File: src/rtl/cla_nibble_serial_ctrl_pkg.sv
// cla_nibble_serial_ctrl_pkg: shared ALU constants (serial adder FSM states, add/sub op select)
package cla_nibble_serial_ctrl_pkg;
  typedef enum logic [1:0] {
    CTRL_IDLE = 2'd0,
    CTRL_RUN  = 2'd1,
    CTRL_DONE = 2'd2
  } ctrl_state_t;
  localparam logic OP_ADD = 1'b0;
  localparam logic OP_SUB = 1'b1;
endpackage

File: src/rtl/CLA_4bit_adder.sv
// CLA_4bit_adder: 4-bit carry-lookahead slice; in A,B,C_in; out S,C_out, group G_prime/P_prime
module CLA_4bit_adder (
  input  logic [3:0] A,
  input  logic [3:0] B,
  input  logic       C_in,
  output logic [3:0] S,
  output logic       C_out,
  output logic       G_prime,
  output logic       P_prime
);
  logic [3:0] g, p;
  logic [4:0] c;
  assign g = A & B;
  assign p = A ^ B;
  assign c[0] = C_in;
  assign c[1] = g[0] | (p[0] & c[0]);
  assign c[2] = g[1] | (p[1] & g[0]) | (&p[1:0] & c[0]);
  assign c[3] = g[2] | (p[2] & g[1]) | (&p[2:1] & g[0]) | (&p[2:0] & c[0]);
  assign G_prime = g[3] | (p[3] & g[2]) | (&p[3:2] & g[1]) | (&p[3:1] & g[0]);
  assign P_prime = &p;
  assign c[4] = G_prime | (P_prime & c[0]);
  assign S = p ^ c[3:0];
  assign C_out = c[4];
endmodule

File: src/rtl/cla_nibble_serial_ctrl.sv
// cla_nibble_serial_ctrl: nibble-serial add/sub over one CLA slice; in clk,reset,start,sub,A,B; out ready,busy,done,result,c_out,overflow,zero
module cla_nibble_serial_ctrl
  import cla_nibble_serial_ctrl_pkg::*;
#(
  parameter int WIDTH = 32
) (
  input  logic             clk,
  input  logic             reset,
  input  logic             start,
  input  logic             sub,
  input  logic [WIDTH-1:0] A,
  input  logic [WIDTH-1:0] B,
  output logic             ready,
  output logic             busy,
  output logic             done,
  output logic [WIDTH-1:0] result,
  output logic             c_out,
  output logic             overflow,
  output logic             zero
);
  localparam int NIBBLES = WIDTH / 4;
  localparam int IW = $clog2(NIBBLES);
  ctrl_state_t state, state_nx;
  logic [WIDTH-1:0] opa, opb;
  logic [IW-1:0] idx;
  logic carry, last, idle_or_done, accept, co;
  logic [3:0] s;
  CLA_4bit_adder u_slice (
    .A(opa[{idx, 2'b00} +: 4]),
    .B(opb[{idx, 2'b00} +: 4]),
    .C_in(carry),
    .S(s),
    .C_out(co),
    .G_prime(),
    .P_prime()
  );
  assign idle_or_done = state == CTRL_IDLE || state == CTRL_DONE;
  assign accept = idle_or_done && start;
  assign last = idx == IW'(NIBBLES - 1);
  assign busy = state == CTRL_RUN;
  assign ready = ~busy;
  assign done = state == CTRL_DONE;
  always_comb begin
    state_nx = accept ? CTRL_RUN : busy ? (last ? CTRL_DONE : CTRL_RUN) : CTRL_IDLE;
  end
  always_ff @(posedge clk) begin
    if (reset) state <= CTRL_IDLE;
    else state <= state_nx;
  end
  // the unused fourth encoding is cleared exactly like reset
  always_ff @(posedge clk) begin
    if (reset || !(idle_or_done || busy)) begin
      opa <= '0;
      opb <= '0;
      carry <= 1'b0;
      idx <= '0;
      result <= '0;
      c_out <= 1'b0;
      overflow <= 1'b0;
      zero <= 1'b0;
    end else if (accept) begin
      opa <= A;
      opb <= (sub == OP_SUB) ? ~B : B;
      carry <= sub;
      idx <= '0;
      result <= '0;
      c_out <= 1'b0;
      overflow <= 1'b0;
      zero <= 1'b0;
    end else if (busy) begin
      result[{idx, 2'b00} +: 4] <= s;
      carry <= co;
      idx <= idx + 1'b1;
      if (last) begin
        c_out <= co;
        // carry into the sign bit recovered from the top nibble's sum bit
        overflow <= opa[WIDTH-1] ^ opb[WIDTH-1] ^ s[3] ^ co;
        zero <= ~|result[WIDTH-5:0] && ~|s;
      end
    end
  end
endmodule

File: config.mk
export PLATFORM = sky130hd
export DESIGN_NAME = cla_nibble_serial_ctrl
export DESIGN_NICKNAME = d
export VERILOG_FILES = /design/src/rtl/cla_nibble_serial_ctrl_pkg.sv /design/src/rtl/CLA_4bit_adder.sv /design/src/rtl/cla_nibble_serial_ctrl.sv
export SDC_FILE = /design/constraint.sdc
export NUM_CORES = 1
export LEC_CHECK = 0
export BUFFER_PORTS_ARGS = -buffer_cell sky130_fd_sc_hd__buf_2
export CORE_MARGIN = 2
export CORE_UTILIZATION = 47
export DETAILED_ROUTE_END_ITERATION = 10
export GPL_TIMING_DRIVEN = 0
export PLACE_DENSITY_LB_ADDON = 0.25
export SLEW_MARGIN = 20
export SYNTH_ARGS = -nofsm -noshare
export SYNTH_HDL_FRONTEND = slang
export SYNTH_SLANG_ARGS = --single-unit
File: constraint.sdc
create_clock -name clk -period 3.4 [get_ports clk]
set_input_delay 0.34 -clock clk [delete_from_list [all_inputs] [get_ports clk]]
set_output_delay 0.34 -clock clk [all_outputs]
set_load 0.01 [all_outputs]
# Word level (Yosys, flattened, before mapping)
# Cells that the tools add are included.
# op_classes
n_reduce_logical,21
n_addsub,2
shift,4
eq_ne,3
bitwise_logic,28
muxes,7
# op_table
operator,n
$shiftx 32x6->4,2
$bwmux 32,1
$mux 32,1
$not 32->32,1
$shift 4x7->32 const A,1
$shiftx 4x7->32,1
$reduce_or 28->1,1
$and 1x1->1,10
$or 1x1->1,10
$reduce_and 2->1,4
$xor 4x4->4,2
$neg 5->7,1
$reduce_and 3->1,2
$and 4x4->4,1
$mux 1,4
$reduce_and 4->1,1
$reduce_or 4->1,1
$add 3x1->3 const B,1
$eq 3x3->1 const B,1
$logic_not 1->1,3
$logic_or 1x1->1,3
$reduce_or 3->1,1
$xor 1x1->1,3
$eq 2x1->1 const B,1
7 further kinds,8
# totals
wordCells,75
out_inout_bits,38
ff_bits,105
inputBits,68

# Logic depth before layout (Yosys ltp)
# logic_depth
ltp_word,10
depth_mapped,11
depth_no_buf,9

# By module
# A second synthesis with hierarchy kept.
# unflattened
hier_cells,551
area_unflattened_um2,5033.6
# by_module_without_submodules
mod,area_each_um2,cells_per_inst,instances,seq_area_each_um2
cla_nibble_serial_ctrl,4847.1,529,1,2102.0
CLA_4bit_adder,186.4,22,1,0.0

# Worst setup path after synthesis
# OpenSTA, ideal clock, no wires.
# synth_timing
path_kind,reg2reg
from,reg idx[0]
to,reg overflow
stages_incl_launch_ff,11
arrival_time_ps,2901
setup_slack_ps,437
setup_time_ps,62
required_ps,3338
n_path_buf,1
period_less_slack_ps,2963
cell_sequence,dfxtp_1 -> buf_2 -> mux4_2 -> nand2_1 -> nand2_1 -> ha_1 -> a21o_1 -> a31o_2 -> xor2_1 -> or4_1 -> nand3_1
# synth_via
elab_chain_cells,9
word_cells_on_any_way,28
cone_classes,eq/ne (1); shift (2); bitwise (19); reduce/logical (6)
# synth_rtl
element,line_no,text
start: declaration,cla_nibble_serial_ctrl.sv:25,logic [IW-1:0] idx;
start signal: assignment,cla_nibble_serial_ctrl.sv:73,idx <= idx + 1'b1;
$shiftx 32x6->4 (on tied branches),"cla_nibble_serial_ctrl.sv:29, cla_nibble_serial_ctrl.sv:30",
$xor 4x4->4 / $and 4x4->4 (equally long branches),"CLA_4bit_adder.sv:14, CLA_4bit_adder.sv:13",
$and 1x1->1 / $reduce_and 2->1 (equally long branches),CLA_4bit_adder.sv:18,assign c[3] = g[2] | (p[2] & g[1]) | (&p[2:1] & g[0]) | (&p[2:0] & c[0]);
$or 1x1->1 / $and 1x1->1 (equally long branches),CLA_4bit_adder.sv:18,
$or 1x1->1 (2 in series),CLA_4bit_adder.sv:18,
$xor 4x4->4,CLA_4bit_adder.sv:22,assign S = p ^ c[3:0];
$xor 1x1->1 (2 in series),cla_nibble_serial_ctrl.sv:77,overflow <= opa[WIDTH-1] ^ opb[WIDTH-1] ^ s[3] ^ co;
end signal: assignment,cla_nibble_serial_ctrl.sv:77,
end: declaration,cla_nibble_serial_ctrl.sv:18,"output logic overflow,"
# Parallel ways exist; a longest one is shown, timed or not.
# A chain may end at the register's enable or synchronous reset.

# Worst setup path after layout
# layout_timing
from,reg idx[1]
to,reg overflow
# Same word-level chain as after synthesis.

==> impl_metrics.py <==
metrics = {
    "critical_path": {
        "cp_common_cell": "nand2_1",
        "crit_slowest_cell": "or4_1",
        "required_ns": 3.72,
        "crit_chain": "buf_4 -> buf_2 -> mux4_2 -> nand2_1 -> nand2_1 -> ha_1 -> a21o_1 -> a31o_2 -> xor2_1 -> or4_1 -> nand3_1",
        "cp_max_fo": 10,
        "cp-end-kind": "register",
        "critical_path_class": "register to register",
        "startpoint_type": "register",
        "arrival_ns": 3.51,
        "max_stage_delay_ns": 0.53,
    },
    "cells_and_area": {
        "regArea_um2": 2100,
        "multi_input_area_um2": 2620,
        "fin_cells": 813,
        "syn_to_final_growth_pct": 19.3,
        "fill_cells": 984,
        "finalNetCount": 753,
        "final_util_pct": 57.2,
        "antenna_cells": 0,
        "final_common_cell": "nand2_1",
        "layout_common_cells": "121 x nand2_1, 109 x buf_2, 104 x dfxtp_1",
        "fin_area_um2": 5820,
        "drive_gt1_share_pct": 23.3,
    },
    "place": {
        "place_inst": 797,
        "gp_congestion": 0.847,
        "dp_hpwl_um": 9120,
        "placed_area_um2": 5570,
        "io_buffer_count": 104,
    },
    "sta": {
        "setup_viol": 0,
        "hold_violations": 0,
        "fin_tns_setup_ns": 0,
        "fmax_ghz": 0.313,
        "worst_pin_slew_ns": 0.543,
        "finalCritPeriodShare_pct": 93.9,
        "slew_violations": 0,
        "slew_headroom_pct": 63.8,
        "fin_crit_ns": 3.19,
        "final.setup_skew_ns": 0.0121,
        "rsz0062_at_grt": "no",
        "holdWs_ns": 0.201,
    },
    "floorplan": {
        "num_rows": 37,
        "die_area_um2": 11200,
        "die_y_um": 106,
        "dieWidth_um": 106,
        "coreArea_um2": 10200,
        "num_io_pins": 106,
        "initial_core_util_pct": 47.9,
    },
    "global_routing": {
        "grt_max_degree": 17,
        "grt_pass1_wl_um": 19900,
        "met2_usage_pct": 40.0,
        "busiest_layer": "met2",
        "grtUsageMet3_pct": 3.86,
        "gr-usage-met1_pct": 27.7,
        "grt-ovfl-total": 0,
        "grt_usage_pct": 22.3,
        "grt_pass1_vias": 4195,
        "antenna_found_initial": 0,
    },
    "synth": {
        "synthTopCellsByArea": "dfxtp_1 43%, nand2_1 9.3%, mux4_2 7.4%",
        "syn_avg_cell_area_um2": 8.77,
        "synthesis.instances": 557,
        "synth_area_um2": 4880,
        "yosys_warnings": 0,
        "yosysUniqueCellTypes": 37,
        "synth_largest_area_cell": "dfxtp_1",
        "syn-num-nets": 638,
        "synth_top_area_share_pct": 43.1,
        "ys_seq_area_share_pct": 43.1,
        "ys_ff_latch": 105,
    },
    "power_and_ir_drop": {
        "p_clk_share_pct": 31.9,
        "vdd_drop_max_mv": 0.223,
        "p_leak_nw": 2.44,
        "seq_power_share_pct": 51.5,
        "p_switching_w": 0.000702,
        "switching_share_pct": 27.2,
        "powerDensity_nw_per_um2": 443,
        "p_int_w": 0.00188,
        "power_frac_comb_pct": 16.7,
    },
    "job": {
        "maxCapViolations": 0,
    },
    "clocking": {
        "cts_inserted_buffers": 9,
        "clkSinkCount": 105,
        "cts_root_buffer": "clkbuf_8",
        "clkTransAtPathRegs_ns": 0.10,
        "clk_latency_ns": 0.37,
        "clockBufferDepth": 2,
        "htreeDepth": 3,
        "cts_tree": "built",
    },
    "drt": {
        "drcViolationCount": 0,
        "ant_nets": 0,
        "dr.pass1.iters": 4,
        "avgRoutedWirePerCell_um": 14.8,
        "drt_iter0_markers": 156,
        "vias": 4232,
        "routed_via_density": 5.21,
        "wl_um": 12100,
    },
    "worst_hold_path": {
        "hold_class": "input pin to register",
    },
    "outcome": {
        "status": "complete, no violations",
    },
}
## layer usage
metal,part of all wire [%],vias up
li1,-,2145
met1,44,1968
met2,51,105
met3,4.7,14
met4,1.0,0
met5,0,-
## repair_timing
item,CTS,global route
endpoints found under the setup margin,16,21
resized for setup,3,8
hold buffers,0,0
setup buffers,0,0
## area by class of cell
cell class	instances	share of cell area, %
Buffer	36	2.94
Clock buffer	13	2.90
Clock inverter	3	0.817
Inverter	5	0.408
Multi-Input combinational cell	411	45.0
Sequential cell	105	36.1
Tap cell	136	2.92
Timing Repair Buffer	104	8.94
## Yosys cell counts
| library cell | number |
|---|---|
| o21ai_0 | 1 |
| mux2i_1 | 11 |
| or3_1 | 14 |
| nor2_1 | 60 |
| clkbuf_1 | 25 |
| nor3_2 | 1 |
| xor2_1 | 2 |
| or4_1 | 4 |
| nor2b_1 | 2 |
| fa_1 | 1 |
| a31o_2 | 1 |
| ha_1 | 12 |
| dfxtp_1 | 105 |
| nor4_1 | 6 |
| nor3b_2 | 1 |
| nand3_1 | 6 |
| buf_1 | 1 |
| a211oi_1 | 33 |
| clkinv_1 | 1 |
| buf_4 | 3 |
| o21a_1 | 1 |
| nand3b_1 | 2 |
| buf_2 | 6 |
| mux4_2 | 16 |
| nor3_1 | 1 |
| inv_1 | 3 |
| nand2_2 | 3 |
| nand2b_1 | 4 |
| inv_6 | 1 |
| nand4_1 | 5 |
| buf_6 | 1 |
| a221oi_2 | 1 |
| and3_1 | 2 |
| a21o_1 | 4 |
| a21oi_1 | 60 |
| nand2_1 | 121 |
| xnor2_1 | 36 |
## logic make-up after synthesis
logic type,synth area share [%]
AND/OR/NAND/NOR,20.6
flip-flops,43.1
AO/OA/AOI/OAI,12.6
buffers and inverters,3.79
XOR/XNOR,6.82
multiplexers,9.64
adder cells (fa/ha/maj),3.49
## worst max-delay path, delay by kind of cell, from the launching register on
kind                     cells  cell delay, ns
AND/OR/NAND/NOR              4            0.80
multiplexers                 1            0.38
AO/OA/AOI/OAI                2            0.48
buffers and inverters        2            0.55
adder cells (fa/ha/maj)      1            0.33
XOR/XNOR                     1            0.21
flip-flops                   1            0.39
## registers in the layout, indices dropped and copies added, names as in the netlist
name,count
state,2
idx,3
opb,32
carry,1
opa,32
result,32
zero,1
overflow,1
c_out,1
## path summary, 6_finish.rpt
path	startpoint	to	slack, ns	cells past startpoint
setup / recovery	idx[1]$_SDFFE_PP0P_	overflow$_SDFFE_PP0P_	0.21	11
hold reg to reg	opa[13]$_SDFFE_PP0P_	opa[13]$_SDFFE_PP0P_	0.46	2
hold / removal	A[28]	opa[28]$_SDFFE_PP0P_	0.20	3
setup reg to reg	idx[1]$_SDFFE_PP0P_	overflow$_SDFFE_PP0P_	0.21	11
## power groups by stage
| stage | Sequential (W) | Combinational (W) | Clock, W |
|---|---|---|---|
| 3_5_place_dp | 0.00136 | 0.000425 | 0 |
| 6_report | 0.00133 | 0.000431 | 0.000823 |
| 5_1_grt | 0.00134 | 0.000478 | 0.000882 |
| 3_3_place_gp | 0.00135 | 0.000415 | 0 |
| 2_1_floorplan | 0.00135 | 0.000290 | 0 |
| 4_1_cts | 0.00133 | 0.000430 | 0.000836 |
## per-stage QoR
stage          power (W)  setup slack, ns
3_5_place_dp     0.00178           -0.170
4_1_cts          0.00259           0.0109
6_report         0.00258            0.207
2_1_floorplan    0.00164            0.437
5_1_grt          0.00270          0.00363
3_3_place_gp     0.00177           -0.160
(Power assumes the default switching activity.)
